$ cat src/rtl/ifetch_pkg.sv
// ifetch_pkg: shared types and constants for the instruction-fetch slice.
//   fetch_entry_t : one fetched instruction with the pc it came from
//   INST_NOP      : canonical RV32 nop encoding
//   XLEN          : architectural address/data width
//   align_word()  : clears the byte-offset bits of an address
package ifetch_pkg;

    localparam int          XLEN     = 32;
    localparam logic [31:0] INST_NOP = 32'h0000_0013;

    typedef struct packed {
        logic [31:0] pc;
        logic [31:0] inst;
    } fetch_entry_t;

    function automatic logic [31:0] align_word(input logic [31:0] addr);
        return {addr[31:2], 2'b00};
    endfunction

endpackage

$ cat src/rtl/ifetch_ctrl_fifo.sv
// fetch_fifo: DEPTH-entry synchronous FIFO of fetch_entry_t.
// Ports:
//   clk, rst_n        : clock, asynchronous active-low reset
//   push, wr_pc/inst  : write request and data (ignored when full without pop)
//   pop               : remove head (ignored when empty)
//   flush             : drop all entries; wins over push/pop
//   rd_pc, rd_inst    : head entry (valid when !empty)
//   count, empty, full: occupancy status
module fetch_fifo
    import ifetch_pkg::*;
#(
    parameter int DEPTH = 4
) (
    input  logic                     clk,
    input  logic                     rst_n,
    input  logic                     push,
    input  logic                     pop,
    input  logic                     flush,
    input  logic [31:0]              wr_pc,
    input  logic [31:0]              wr_inst,
    output logic [31:0]              rd_pc,
    output logic [31:0]              rd_inst,
    output logic [$clog2(DEPTH):0]   count,
    output logic                     empty,
    output logic                     full
);

    localparam int AW = $clog2(DEPTH);
    localparam logic [AW:0] DEPTH_C = (AW+1)'(DEPTH);

    fetch_entry_t    mem_r [DEPTH];
    logic [AW-1:0]   wr_ptr_r;
    logic [AW-1:0]   rd_ptr_r;
    logic [AW:0]     count_r;
    logic            do_push_s;
    logic            do_pop_s;

    // qualify requests against occupancy; a push into a full queue is legal only alongside a pop
    always_comb begin
        do_push_s = 1'b0;
        do_pop_s  = 1'b0;
        if (flush) begin
            do_push_s = 1'b0;
            do_pop_s  = 1'b0;
        end else begin
            do_pop_s  = pop && (count_r != {(AW+1){1'b0}});
            do_push_s = push && ((count_r != DEPTH_C) || do_pop_s);
        end
    end

    // pointers and occupancy counter
    always_ff @(posedge clk or negedge rst_n) begin
        if (!rst_n) begin
            wr_ptr_r <= {AW{1'b0}};
            rd_ptr_r <= {AW{1'b0}};
            count_r  <= {(AW+1){1'b0}};
        end else if (flush) begin
            wr_ptr_r <= {AW{1'b0}};
            rd_ptr_r <= {AW{1'b0}};
            count_r  <= {(AW+1){1'b0}};
        end else begin
            if (do_push_s) begin
                wr_ptr_r <= wr_ptr_r + 1'b1;
            end
            if (do_pop_s) begin
                rd_ptr_r <= rd_ptr_r + 1'b1;
            end
            case ({do_push_s, do_pop_s})
                2'b10:   count_r <= count_r + 1'b1;
                2'b01:   count_r <= count_r - 1'b1;
                default: count_r <= count_r;
            endcase
        end
    end

    // entry storage
    always_ff @(posedge clk or negedge rst_n) begin
        if (!rst_n) begin
            for (int i = 0; i < DEPTH; i++) begin
                mem_r[i] <= '0;
            end
        end else if (do_push_s) begin
            mem_r[wr_ptr_r] <= '{pc: wr_pc, inst: wr_inst};
        end
    end

    assign rd_pc   = mem_r[rd_ptr_r].pc;
    assign rd_inst = mem_r[rd_ptr_r].inst;
    assign count   = count_r;
    assign empty   = (count_r == {(AW+1){1'b0}});
    assign full    = (count_r == DEPTH_C);

endmodule

$ cat src/rtl/ifetch_ctrl.sv
// ifetch_ctrl: instruction-fetch initiator for a 1-cycle synchronous-read imem.
// Issues sequential word addresses, tracks the single in-flight read, buffers
// returned words in a fetch queue and hands {pc, inst} to decode over
// valid/ready. A redirect kills the current read, flushes the queue and
// restarts fetch at the target (3 cycles until the target reaches out_*).
// Ports:
//   clk, rst_n            : clock, asynchronous active-low reset
//   imem_pc, imem_kill    : address / squash to instruction memory
//   imem_inst             : memory read data (1 cycle after address)
//   redirect_valid/_pc    : single-cycle control-flow change from execute
//   out_valid/ready       : decode handshake
//   out_pc, out_inst      : head of queue (0 when queue empty)
// Optional: define IFETCH_TRACE_EN for a simulation trace of accepted
// instructions and redirects.
module ifetch_ctrl
    import ifetch_pkg::*;
#(
    parameter logic [31:0] RESET_PC = 32'h0000_0000,
    parameter int          FQ_DEPTH = 4
) (
    input  logic        clk,
    input  logic        rst_n,
    output logic [31:0] imem_pc,
    output logic        imem_kill,
    input  logic [31:0] imem_inst,
    input  logic        redirect_valid,
    input  logic [31:0] redirect_pc,
    output logic        out_valid,
    input  logic        out_ready,
    output logic [31:0] out_pc,
    output logic [31:0] out_inst
);

    localparam int          CW      = $clog2(FQ_DEPTH) + 1;
    localparam logic [CW:0] DEPTH_C = (CW+1)'(FQ_DEPTH);

    logic [31:0]   pc_r;
    logic [31:0]   inflight_pc_r;
    logic          inflight_r;
    logic [31:0]   redir_pc_s;
    logic [31:0]   head_pc_s;
    logic [31:0]   head_inst_s;
    logic [CW-1:0] count_s;
    logic          empty_s;
    logic          full_s;
    logic          pop_s;
    logic          push_s;
    logic          issue_s;
    logic [CW:0]   occ_s;
    logic          unused_s;

    assign redir_pc_s = align_word(redirect_pc);
    assign unused_s   = ^{redirect_pc[1:0], full_s};

    // handshake, enqueue and issue decisions; the occupancy sum reserves a queue
    // slot for the read already in flight so the queue can never overflow
    always_comb begin
        out_valid = 1'b0;
        if (redirect_valid) begin
            out_valid = 1'b0;
        end else begin
            out_valid = !empty_s;
        end
        pop_s   = out_valid && out_ready;
        push_s  = inflight_r && !redirect_valid;
        occ_s   = {1'b0, count_s} + {{CW{1'b0}}, inflight_r} - {{CW{1'b0}}, pop_s};
        issue_s = !redirect_valid && (occ_s < DEPTH_C);
    end

    // memory-side and decode-side output values
    always_comb begin
        imem_kill = redirect_valid;
        if (redirect_valid) begin
            imem_pc = redir_pc_s;
        end else begin
            imem_pc = pc_r;
        end
        if (empty_s) begin
            out_pc   = 32'h0000_0000;
            out_inst = 32'h0000_0000;
        end else begin
            out_pc   = head_pc_s;
            out_inst = head_inst_s;
        end
    end

    // fetch pointer and in-flight read tracking
    always_ff @(posedge clk or negedge rst_n) begin
        if (!rst_n) begin
            pc_r          <= RESET_PC;
            inflight_r    <= 1'b0;
            inflight_pc_r <= 32'h0000_0000;
        end else if (redirect_valid) begin
            pc_r       <= redir_pc_s;
            inflight_r <= 1'b0;
        end else if (issue_s) begin
            inflight_r    <= 1'b1;
            inflight_pc_r <= pc_r;
            pc_r          <= pc_r + 32'd4;
        end else begin
            inflight_r <= 1'b0;
        end
    end

    fetch_fifo #(
        .DEPTH (FQ_DEPTH)
    ) u_fifo (
        .clk     (clk),
        .rst_n   (rst_n),
        .push    (push_s),
        .pop     (pop_s),
        .flush   (redirect_valid),
        .wr_pc   (inflight_pc_r),
        .wr_inst (imem_inst),
        .rd_pc   (head_pc_s),
        .rd_inst (head_inst_s),
        .count   (count_s),
        .empty   (empty_s),
        .full    (full_s)
    );

`ifdef IFETCH_TRACE_EN
    // simulation trace of accepted instructions and redirects
    always @(posedge clk) begin
        if (rst_n && pop_s) begin
            $display("%x: %x", out_pc, out_inst);
        end
        if (rst_n && redirect_valid) begin
            $display("REDIR %x", redir_pc_s);
        end
    end
`endif

endmodule

$ cat config.mk
export PLATFORM = sky130hd
export DESIGN_NAME = ifetch_ctrl
export DESIGN_NICKNAME = d
export VERILOG_FILES = /design/src/rtl/ifetch_pkg.sv /design/src/rtl/ifetch_ctrl_fifo.sv /design/src/rtl/ifetch_ctrl.sv
export SDC_FILE = /design/constraint.sdc
export NUM_CORES = 1
export LEC_CHECK = 0
export ABC_AREA = 1
export CAP_MARGIN = 20
export CELL_PAD_IN_SITES_DETAIL_PLACEMENT = 1
export CELL_PAD_IN_SITES_GLOBAL_PLACEMENT = 1
export CORE_UTILIZATION = 38
export DETAILED_ROUTE_END_ITERATION = 8
export HOLD_SLACK_MARGIN = 0.15
export PLACE_DENSITY = 0.83
export SKIP_LAST_GASP = 1
export SYNTH_ARGS = -nofsm -noshare
export SYNTH_HDL_FRONTEND = slang
export SYNTH_SLANG_ARGS = --single-unit
$ cat constraint.sdc
create_clock -name clk -period 2.41 [get_ports clk]
set_clock_uncertainty 0.2 [all_clocks]
set_input_delay 0.482 -clock clk [delete_from_list [all_inputs] [get_ports clk]]
set_output_delay 0.482 -clock clk [all_outputs]
set_load 0.01 [all_outputs]
==> results of run 1 <==
## registers in the layout, indices dropped and copies added (netlist names)
signal and count:
u_fifo.rd_ptr_r 2, inflight_pc_r 30, u_fifo.wr_ptr_r 2, pc_r 30
inflight_r 1, u_fifo.count 3, u_fifo.mem_r 248
## report_power, final
| part | switching (mW) | internal [mW] |
|---|---|---|
| logic | 5.11 | 3.74 |
| registers | 1.78 | 7.42 |
| clock network | 2.32 | 3.28 |
| total | 9.21 | 14.4 |
## cell type report
type / count / area [um2] / area share
Clock buffer: 56 / 1110 / 0.05270
Tap cell: 518 / 648.1 / 0.03077
Inverter: 130 / 550.5 / 0.02614
Sequential cell: 316 / 7915 / 0.3758
Clock inverter: 8 / 68.82 / 0.003268
Multi-Input combinational cell: 1313 / 6837 / 0.3246
Timing Repair Buffer: 345 / 3931 / 0.1867
## per-stage QoR
| stage | setup TNS, ns | area [um2] | util |
|---|---|---|---|
| global route | -34.20 | 21060 | 0.5424 |
| floorplan | 0 | 15040 | - |
| global placement | -31.79 | 17840 | 0.4595 |
| detailed placement | -44.12 | 17840 | 0.4595 |
| finish | -25.27 | 21060 | 0.5424 |
| CTS | -15.47 | 19340 | 0.4980 |
## critical path, delay by kind of cell, from the launching register on
kind | cells | cell delay (ns)
AO/OA/AOI/OAI | 2 | 0.57
buffers and inverters | 5 | 0.71
flip-flops | 1 | 0.46
## cells in the mapped netlist, drive strengths merged
master,count
a31oi,1
nor3,4
a22oi,1
o22ai,1
nand3,25
o31ai,2
inv,130
xor2,2
xnor2,1
nand4,12
clkbuf,64
o21ai,466
conb,1
a21oi,67
nor2,277
o211ai,2
buf,59
ha,8
mux2,1
o21bai,2
dfrtp,316
fa,1
nand2,432
nand3b,2
## metal layers
metal	share of wire	wire length (um)	global-route usage
met3	0.050	2916	0.03523
met4	0.036	2095	0.05643
met2	0.50	29230	0.4111
met5	0	0	0
met1	0.41	23760	0.3129
## worst paths after layout
path	slack (ns)	endpoint	depth (start not counted)	start
max in group asynchronous	0.89	u_fifo.mem_r[36]	3	rst_n
min	0.28	pc_r[28]	2	pc_r[28]
max reg2reg	-0.26	pc_r[24]	16	u_fifo.count[1]
min in group asynchronous	0.36	u_fifo.mem_r[8]	2	rst_n
max	-0.54	out_pc[7]	7	u_fifo.rd_ptr_r[0]
min reg2reg	0.28	pc_r[28]	2	pc_r[28]
## cells by family after synthesis
group                      count (synthesis)  share of synthesized area
adders and majority gates                  9                   0.007993
buffers and inverters                    253                    0.08234
muxes                                      1                  0.0007493
other                                      1                  0.0002495
xor gates and xnor gates                   3                   0.001749
DFF                                      316                     0.5262
AOI/OAI and AO/OA                        542                     0.1828
and+or+nand+nor                          752                     0.1979
## repair_timing
item,in CTS,in global routing
gates resized for setup,373,402
hold endpoints to repair,66,0
pin swaps,32,124
gates cloned,6,27
hold buffers,1,0
buffers inserted,18,25
setup endpoints to repair,151,128
==> flow_summary.toml, run 1 <==
[global_route]
grt_usage = 0.2379
antenna_found_initial = 0
grt_overflow_total = 0
grt_first_pass_wirelength_um = 78600
grt_pass1_vias = 14940
grt_max_degree = 78

[critical_path]
worstPathArrival_ns = 2.27
cpPeakStageDelay_ns = 0.46
critical-path-slowest-cell = "dfrtp_4"
worst-endpoint-required_ns = 1.73
end_kind = "primary output"
cp-start-kind = "register"
cp_max_fo = 10
worstSetupPathType = "register to primary output"
crit_chain = "buf_12 > clkinv_16 > buf_12 > clkbuf_16 > o21ai_0 > a21oi_2 > buf_2"
path_common_cell = "buf_12"

[final_layout]
n_antenna_cell = 0
fill_cells = 4485
area_growth_pct = 40.14
final_cell_mix = "386 x nand2_1, 312 x dfrtp_1, 288 x o21ai_0"
drive_gt1_frac = 0.2403
final_common_cell = "nand2_1"
instances_no_fill = 2686
nets = 2220

[synth]
netlist_instances = 1877
yosys.area.top_type_share = 0.5262
yosysSeqAreaShare = 0.5262
synth_seq_cells = 316
synth.distinct_cells = 38
avgSynthCellArea_um2 = 8.006
yosys_warnings = 0
synthTopCellsByArea = "dfrtp_1 53%, o21ai_0 14%, nand2_1 11%"
synth_top_cell_by_area = "dfrtp_1"
syn-cell-area_um2 = 15030

[floorplanning]
core-area_um2 = 38830
dieArea_um2 = 40350
ios = 166
dieWidth_um = 200.9
die_h_um = 200.9
num_rows = 72
start_util = 0.3871

[clocking]
cts-root-buf = "clkbuf_16"
htree_levels = 2
cts_tree = "built"
clock_latency_ns = 0.53
cts_buffer_depth = 3
numCtsBuffers = 37
cts_sinks = 316
path_clk_slew_ns = 0.06

[worst_hold_path]
hold_class = "register to register"

[job]
cap_violations = 0

[placed_design]
dp_hpwl_um = 30650
numPortBuffers = 159
pre_cts_ws_ns = -0.7073
place_inst = 2547
gp_congestion = 0.8291

[drt]
post_drt_via_cell_ratio = 5.503
dr.pass1.iters = 5
vias = 14780
drt_iter0_markers = 971
avgRoutedWirePerCell_um = 21.59
drc_errors = 0
wl_um = 58000
postRouteAntennaNets = 0

[sta]
setup_slack_ns = -0.5379
fmax_mhz = 339.2
slew_viol_final = 0
rsz0062_at_grt = "true"
hold_viol_final = 0
finalCritPeriodShare = 1.223
finalHoldWorstSlack_ns = 0.2813
fin_crit_ns = 2.948
worst_slew_pin_slew_ns = 0.7135
final-setup-viol-count = 124
relSlewSlack = 0.5243

[power]
total_power_mw = 23.65
p_leak_nw = 9.958
peakVddDrop_mv = 0.4647
p_per_area_nw_per_um2 = 1123

[status]
failed_checks = "negative setup slack"
outcome = "complete, but fails checks"
No activity file was read; power rests on OpenSTA's default activity.
==> run 2, diff against run 1 <==
CELL_PAD_IN_SITES_DETAIL_PLACEMENT = unset   (was 1)
CELL_PAD_IN_SITES_GLOBAL_PLACEMENT = unset   (was 1)
CORE_UTILIZATION = 51   (was 38)
==> flow_summary.toml, run 2 (same netlist as run 1, synthesis figures left out) <==
[status]
outcome = "complete, but fails checks"
failed_checks = "negative setup slack"

[sta]
final-setup-viol-count = 121
rsz0062_at_grt = "true"
setup_slack_ns = -0.3736
finalCritPeriodShare = 1.155
fin_crit_ns = 2.784
fmax_mhz = 359.3
slew_viol_final = 0
finalHoldWorstSlack_ns = 0.1710
setup_tns_ns = -18.78
hold_viol_final = 0

[final_layout]
top_regs = "u_fifo.mem_r: 248 flops, inflight_pc_r: 30 flops, pc_r: 30 flops"
largest_reg_flops = 248
final_util = 0.7084
final_cell_mix = "390 x nand2_1, 312 x dfrtp_1, 308 x o21ai_0"
nets = 2196
registers.top_by_ff_count = "u_fifo.mem_r"
n_antenna_cell = 0
fill_cells = 1975
ff_latch_area_um2 = 7915
area_growth_pct = 36.03
drive_gt1_frac = 0.2160
final_common_cell = "nand2_1"
instances_no_fill = 2528
multiInputGateArea_um2 = 6604

[global_route]
grt_pass1_vias = 13450
grt_first_pass_wirelength_um = 67740
grt_overflow_total = 0
grt_usage = 0.2758
grt_max_degree = 57
antenna_found_initial = 0

[critical_path]
worstSetupPathType = "register to primary output"
r2r_cells = 15
cp_max_fo = 10
cp-start-kind = "register"
reg2reg_from = "u_fifo.count[2]"
reg2reg_slack_ns = -0.23
rr_endpoint = "pc_r[14]"
end_kind = "primary output"
worstPathArrival_ns = 2.10
worst-endpoint-required_ns = 1.73

[clocking]
path_clk_slew_ns = 0.06
htree_levels = 2
cts_sinks = 316
cts_tree = "built"
numCtsBuffers = 34
cts_buffer_depth = 3
clock_latency_ns = 0.52
cts-root-buf = "clkbuf_16"

[drt]
avgRoutedWirePerCell_um = 18.98
vias = 14780
drt_iter0_markers = 1751
drc_errors = 0
dr.pass1.iters = 7
wl_um = 47980
post_drt_via_cell_ratio = 5.847
postRouteAntennaNets = 0

[power]
internal-power_mw = 14.51
comb_power_share = 0.358
peakVddDrop_mv = 0.5590
swShare = 0.3695
clkPwrFrac = 0.249
p_leak_nw = 9.812
p_per_area_nw_per_um2 = 1126
seqPwrFrac = 0.392
p_switching_mw = 8.503

[floorplanning]
num_rows = 62
core-area_um2 = 28860
dieArea_um2 = 30160
ios = 166
die_h_um = 173.7
start_util = 0.5208
dieWidth_um = 173.7

[job]
cap_violations = 0

[placed_design]
place_inst = 2400
gp_congestion = 0.8257
pre_cts_ws_ns = -0.5406
dp_hpwl_um = 24620
numPortBuffers = 159

[worst_hold_path]
min_from = "redirect_valid"
hold_class = "input port to register"
hold_depth = 3
hold_end = "pc_r[2]"
-- run 2: cell types whose count changed in the layout (fill, tap and decap cells not counted), sizes merged, moves of 2 or more --
cell,delta
buf,-25
clkbuf,-15
bufbuf,+5
bufinv,+5
clkdlybuf4s15,+2
clkinv,+2
clkinvlp,+2
dlygate4sd2,-2
dlymetal6s2s,+2
-- run 2: layer usage --
metal  up-vias  routed length [um]  global-route usage
li1       6584                   -                   -
met1      7052               18280              0.3667
met2       977               23150              0.4547
met3       168                4481             0.05110
met4         0                2077             0.09576
met5         -                   0                   0
-- run 2: how the worst max path moves through the flow --
stage,from,to,slack [ns],depth (start not counted)
after floorplan,redirect_valid,inflight_pc_r[10],0.04,16
after global placement,out_ready,pc_r[3],-0.50,13
after detailed placement,out_ready,inflight_pc_r[12],-0.54,14
after CTS,u_fifo.rd_ptr_r[0],out_inst[17],-0.26,7
after global routing,u_fifo.rd_ptr_r[0],out_pc[19],-0.44,7
final,u_fifo.rd_ptr_r[0],out_pc[19],-0.37,7
-- run 2: through the flow --
stage                     cell area, um2  total power [mW]
final                              20440             23.01
after global routing               20440             24.19
after CTS                          19190             21.09
after detailed placement           17570             14.92
after global placement             17570             14.56
after floorplan                    15040             12.32
-- run 2: final cells by class --
class,instances,share of cell area
flip-flops and latches,316,0.3872
multi-input cells,1313,0.3230
repair buffers,323,0.1802
clock buffers,46,0.04841
inverters,130,0.02601
well taps,384,0.02350
clock inverters,15,0.01132
repair inverters,1,0.0003672
-- run 2: critical path, cell delays in order, from the launching register on --
cell	delay (ns)
dfrtp_4	0.53
buf_8	0.18
buf_8	0.14
nor2_1	0.06
nor2_1	0.13
o21ai_0	0.12
a21oi_1	0.22
buf_4	0.19
-- run 2: repair_timing --
action	in CTS	in global routing
pin swaps	49	78
buffers inserted	18	16
endpoints found under the hold margin	259	0
gates cloned	11	23
hold buffers	1	0
setup endpoints to repair	142	129
gates resized for setup	388	273
-- run 2: power groups by stage --
stage          clock, mW  combinational [mW]  sequential (mW)
3_3_place_gp           0                5.95             8.61
5_1_grt             5.96                9.03             9.20
2_1_floorplan          0                3.99             8.33
4_1_cts             5.69                6.71             8.69
6_report            5.74                8.25             9.03
3_5_place_dp           0                6.21             8.72
